[config.mk]
export PLATFORM = sky130hd
export DESIGN_NAME = bpb_line2
export DESIGN_NICKNAME = d
export VERILOG_FILES = /design/src/rtl/bpb_line2.sv
export SDC_FILE = /design/constraint.sdc
export NUM_CORES = 1
export LEC_CHECK = 0
export ABC_AREA = 1
export BUFFER_PORTS_ARGS = -buffer_cell sky130_fd_sc_hd__buf_2
export CAP_MARGIN = 20
export CORE_MARGIN = 3
export CORE_UTILIZATION = 35
export DETAILED_ROUTE_END_ITERATION = 16
export SETUP_SLACK_MARGIN = 0.5
export SYNTH_ARGS = -nofsm -noshare
export SYNTH_HDL_FRONTEND = slang
export SYNTH_SLANG_ARGS = --single-unit
[constraint.sdc]
create_clock -name clk -period 2 [get_ports clk]
set_clock_uncertainty 0.15 [all_clocks]
set_input_delay 0.2 -clock clk [delete_from_list [all_inputs] [get_ports clk]]
set_output_delay 0.2 -clock clk [all_outputs]
set_load 0.02 [all_outputs]
[src/rtl/bpb_line2.sv]
// bpb_line2: one branch prediction buffer line (valid, tag, target, 2-bit ctr).
// Ports: clk, reset, stall, pc_predict[2 slots] -> hit, destpc_predict; pc_commit, wen, destpc_commit train.
module bpb_line2 #(
  parameter int PC_WIDTH = 32,
  parameter int TAG_LSB  = 2
) (
  input  logic                  clk,
  input  logic                  reset,
  input  logic                  stall,
  input  logic [2*PC_WIDTH-1:0] pc_predict,
  output logic [1:0]            hit,
  output logic [PC_WIDTH:0]     destpc_predict,
  input  logic [PC_WIDTH-1:0]   pc_commit,
  input  logic                  wen,
  input  logic [PC_WIDTH:0]     destpc_commit
);

  localparam int TW = PC_WIDTH - TAG_LSB;

  logic          valid;
  logic [TW-1:0] tag;
  logic [PC_WIDTH-1:0] target;
  logic [1:0]    ctr;

  logic [TW-1:0] tag0;
  logic [TW-1:0] tag1;
  logic [TW-1:0] ctag;
  logic          chit;
  logic          ctaken;
  logic [PC_WIDTH-1:0] cdest;
  logic [1:0]    ctr_up;
  logic [1:0]    ctr_dn;

  assign tag0   = pc_predict[PC_WIDTH-1:TAG_LSB];
  assign tag1   = pc_predict[2*PC_WIDTH-1:PC_WIDTH+TAG_LSB];
  assign ctag   = pc_commit[PC_WIDTH-1:TAG_LSB];
  assign chit   = valid && (ctag == tag);
  assign ctaken = destpc_commit[0];
  assign cdest  = destpc_commit[PC_WIDTH:1];

  // saturating counter steps
  assign ctr_up = (ctr == 2'b11) ? 2'b11 : ctr + 2'b01;
  assign ctr_dn = (ctr == 2'b00) ? 2'b00 : ctr - 2'b01;

  always_ff @(posedge clk) begin
    if (reset) begin
      valid          <= 1'b0;
      tag            <= '0;
      target         <= '0;
      ctr            <= 2'b01;
      hit            <= 2'b00;
      destpc_predict <= '0;
    end else begin
      // prediction samples pre-update state
      if (!stall) begin
        hit[0]         <= valid && (tag0 == tag);
        hit[1]         <= valid && (tag1 == tag);
        destpc_predict <= {target, ctr[1]};
      end
      if (wen) begin
        if (chit) begin
          if (ctaken) begin
            ctr    <= ctr_up;
            target <= cdest;
          end else begin
            ctr    <= ctr_dn;
          end
        end else begin
          valid  <= 1'b1;
          tag    <= ctag;
          target <= cdest;
          ctr    <= ctaken ? 2'b10 : 2'b01;
        end
      end
    end
  end

endmodule

# After elaboration in Yosys (flattened, before gate mapping)
# Index checks and enable logic that the tools add are counted.
# op_classes
reduce_logical	6
n_mul	0
n_div	0
eq_ne	5
order_cmp	0
addsub	2
mux	7
n_bitwise	1
shifts	0
# op_table
cell	n
30-bit equality test	3
32-bit two-way mux	2
2-bit two-way mux	5
2-bit AND reduction	2
1-bit logical AND	3
2-bit by 1-bit adder with 2-bit output (second input constant)	1
2-bit equality test (second input constant)	1
2-bit logical NOT	1
2-bit inequality test (second input constant)	1
2-bit by 1-bit subtractor with 2-bit output (second input constant)	1
1-bit inverter	1
# word_totals
output_inout_bits	35
mem_bits_rw	0
word_cells	27
latch_bits	0
input_bits	133
ff_bits	100
mem_count	0
romBits	0

# Depth between registers and ports, before layout
# depth
depth_word	4
ltp_mapped	15

# Worst setup path before layout
# No wires, ideal clock.
# synth_path
kind	flip-flop to flip-flop
startpoint	reg tag[27]
endpoint	reg target[23]
required_ns	1.735
path_buffers	2
t_arrival_ns	1.432
setup_slack_ns	0.303
synth_period_minus_slack_ns	1.697
path_stages_with_launch	14
setup_ns	0.115
cell_sequence	dfxtp_1 > inv_2 > nand2_1 > nand2_1 > nor3_1 > nand2_1 > nor2_2 > nand2_1 > nand2_2 > buf_6 > buf_6 > nand3_1 > nand2_1 > nor2_1
# synth_between
elab_chain_len	4
word_cells_on_any_way	5
# synth_rtl
item	line	rtl
start, declared	21	logic [TW-1:0] tag;
start signal, assigned	70	tag <= ctag;
30-bit equality test *	37	assign chit = valid && (ctag == tag);
1-bit logical AND *	37	
2-bit inequality test (no source line)	--	
2-bit AND reduction (no source line)	--	
end signal, assigned	64	target <= cdest;
end signal, assigned	71	target <= cdest;
end, declared	22	logic [PC_WIDTH-1:0] target;
# Mark *: on every way between the ends. The rest lies on a longest branch, timed or not.
# A chain may end at the register's enable or synchronous reset.

# Worst setup path in the final report
# layout_path
startpoint	reg tag[11]
endpoint	reg target[12]
# Same word-level chain as after synthesis.

==> impl_summary.md <==
Routing
Dividing the detail-routed via count by the number of cells gives 4.723. The violation count after the first detailed-route iteration is 315. The routed design has 17.60 mm of wire. For this run, design rule violations remaining after detail routing come to 0. The total number of vias is 5,842.

The pre-antenna-repair detailed-routing pass consisted of 5 iterations. In the final routed layout, each cell accounts on average for 14.23 um. In this run the remaining antenna-violating nets after routing total 0.

Critical path
The data arrival time of the worst path is approximately 2.1 ns. Grouping stages by cell kind, the critical path spends the most delay in simple AND/OR/NAND/NOR gates. The highest fanout seen on the critical path is 5. The kind of start point of the critical path is a flop. Data on the critical path is required at its endpoint by 2.10 ns. The signal on the critical path passes through inv_2 -> nand2_1 -> nand2_1 -> inv_2 -> nand2_4 -> nor2_4 -> nand2_2 -> nor2_4 -> nand2_2 -> nand2_4 -> buf_6 -> buf_12 -> clkbuf_16 -> nand3_2 -> nand2_1 -> nor2_1. The largest individual stage delay along the critical path comes from the cell dfxtp_2. The delay of the slowest cell on the worst path is 0.35 ns. The kind of capture point of the worst setup path is a flop.

The worst register-to-register path has a depth of 16. The total stage count of the critical path is 16. The most common cell type on the critical path is nand2_1. The kind of critical path is flop to flop.

The combined buffer and inverter count along the critical path is 5.

STA
The max-slew violation count is 0. Based on the critical path, the design can be clocked at up to 501.3 MHz. The number of endpoints with negative hold slack in the final report was 0. The worst slew margin relative to its limit is 0.6030. Setup repair after global routing could not meet its margin everywhere. The worst hold slack is between 0.00015 and 0.0002 ns. The measured slew at the worst slew-check pin is 0.5955 ns.

The count of endpoints failing setup in the final report is 0. Setup slack closes at 0.005249 ns. The final critical-path required period is 1.995 ns. The fraction of the cycle the final worst path needs is 0.9974.

CTS
The TritonCTS buffer count is 9. TritonCTS built the clock tree. The number of buffers on the longest clock path is 2.

The number of H-tree branching levels is 3. The clock network latency to the later pin of the worst-skew pair is 0.35 ns. The clock-pin transition on the worst setup and hold timing paths is 0.07 ns.

In this run the clock root is driven by a clkbuf_16. The clock drives 100 sinks.

Placed design
The post-placement worst setup slack is about 0.0075 ns. The count of input and output buffers is 161. At the end of routability-driven placement, the weighted congestion stood at about 0.85. The HPWL after detailed placement is 11.27 mm.

Status
The run finished with clean final reports.

Global routing
Global routing finished with a remaining overflow of 0. The initial antenna violation count was 3. The maximum number of pins on one net before global-route repair is 66. The number of global-route vias before repair came to 5,454. The first global-routing pass estimated around 27 mm of wire.

The global routing usage summed across all routing layers is 0.2124.

Synth
Synthesis produced a netlist with a net count of 930. The number of cells produced by synthesis is 797. The number of distinct standard cells referenced by the synthesized netlist is 26.

The synthesized design contains 100 register bits. A synthesized cell averages ~6.4 um2. The area of the mapped netlist is 5129 um2. The proportion of synthesized chip area in sequential cells is 0.3903. The Yosys warning count is 0.

Floorplanning
The cell row count is 43. The floorplan step set the die height to 127.1 um. For this design the top-level I/O count stands at 168. The overall die area is 16,140 um2. The die width is roughly 130 um. The core region is 14,100 um2. The effective utilization at floorplan is 0.3638.

Power
The worst supply voltage drop on vdd is about 440 uV. The static leakage is 3.867 nW. Power spread over the standard cell area amounts to approximately 650 nW/um2.

Cells and area
The relative area change from synthesis to final layout is 54.09%. Of the cells placed in the final design, the portion with a size suffix greater than 1 is 0.3438. In the layout the commonest cells are buf_2, nand2_1, nor2_1. Leaving out fill and tap cells, the most frequent cell in the layout is buf_2.

The final net count is 1,185.

Worst hold path
The worst hold path passes through 3 cells. The worst hold path belongs to the class input pin to flop.

Job
The number of maximum-capacitance violations is 0.
==> logic make-up (layout without fill, tap and decap cells) <==
group,after synthesis,after routing,share of synthesized area
other,0,1,0
buffers and inverters,147,406,0.1200
AOI/OAI and AO/OA,163,163,0.1630
and+or+nand+nor,361,361,0.2823
xor gates and xnor gates,26,26,0.04440
DFF,100,100,0.3903
==> what timing repair did <==
action	in CTS	in global routing
gates cloned	6	1
endpoints found under the setup margin	66	66
hold buffers	54	0
gates resized for setup	63	62
endpoints found under the hold margin	56	0
buffers inserted	31	6
pin swaps	27	39
==> layout make-up <==
cell class                 instances  area, um2
inverter                         111      425.4
timing repair buffer             280       2127
fill                            1357       6193
multi-input combinational        550       2796
clock buffer                       9      225.2
tap                              180      225.2
antenna                            1      2.502
clock inverter                     6      46.29
sequential                       100       2054
==> state kept, by name, indices dropped and copies added (netlist names) <==
| name | flops |
|---|---|
| destpc_predict | 33 |
| target | 32 |
| tag | 30 |
| ctr | 2 |
| hit | 2 |
| valid | 1 |
==> cell usage after synthesis <==
library cell | number | area [um2]
nand2_1 | 169 | 634.4
nor2_1 | 136 | 510.5
dfxtp_1 | 100 | 2002
inv_1 | 92 | 345.3
o21ai_0 | 80 | 400.4
a21oi_1 | 70 | 350.3
nand3_1 | 38 | 190.2
xnor2_1 | 25 | 219.0
clkbuf_1 | 17 | 63.81
inv_2 | 13 | 48.80
buf_2 | 9 | 45.04
nand4_1 | 9 | 56.30
o22ai_1 | 8 | 50.05
buf_6 | 7 | 78.83
clkinv_1 | 6 | 22.52
buf_1 | 3 | 11.26
nand3b_1 | 2 | 15.01
nor2_2 | 2 | 12.51
nor3_1 | 2 | 10.01
o21ai_1 | 2 | 10.01
or2_2 | 2 | 12.51
a211oi_1 | 1 | 7.510
a22o_1 | 1 | 8.760
nand2_2 | 1 | 6.260
o2111ai_1 | 1 | 8.760
xor2_1 | 1 | 8.760
==> power by group <==
group | leakage [nW] | internal (mW) | switching, mW
registers | 0.841 | 2.14 | 0.0785
clock network | 0.134 | 0.851 | 0.814
logic | 2.89 | 0.575 | 0.655
==> tightest hold or removal path, stage by stage <==
cell     delay (ns)
buf_2          0.10
o21ai_0        0.08
nor2_1         0.08
==> metrics by stage <==
| stage | utilization | cell area [um2] | instances | power [mW] | setup TNS (ns) |
|---|---|---|---|---|---|
| 6_report | 0.5606 | 7903 | 1237 | 5.108 | 0 |
| 5_1_grt | 0.5606 | 7903 | 1237 | 5.373 | -0.6722 |
| 4_1_cts | 0.5410 | 7626 | 1229 | 5.074 | 0 |
| 3_5_place_dp | 0.4408 | 6213 | 1123 | 3.202 | 0 |
| 3_3_place_gp | 0.4408 | 6213 | 1123 | 3.195 | 0 |
| 2_1_floorplan | - | 5174 | 797 | 2.834 | 0 |
==> per-layer routing <==
layer	global-route usage	part of all wire	wire length, um
met4	0.06625	0.021	361
met2	0.3574	0.47	8306
met5	0	0.0012	21
met1	0.2614	0.43	7542
met3	0.06438	0.078	1366
==> worst paths after layout <==
kind                  from                 end  slack, ns
min reg2reg     target[24]  destpc_predict[25]       0.31
max reg2reg        tag[11]          target[12]      0.005
min          pc_commit[28]             tag[26]     0.0002
max                tag[11]          target[12]      0.005
(Power assumes the default switching activity.)
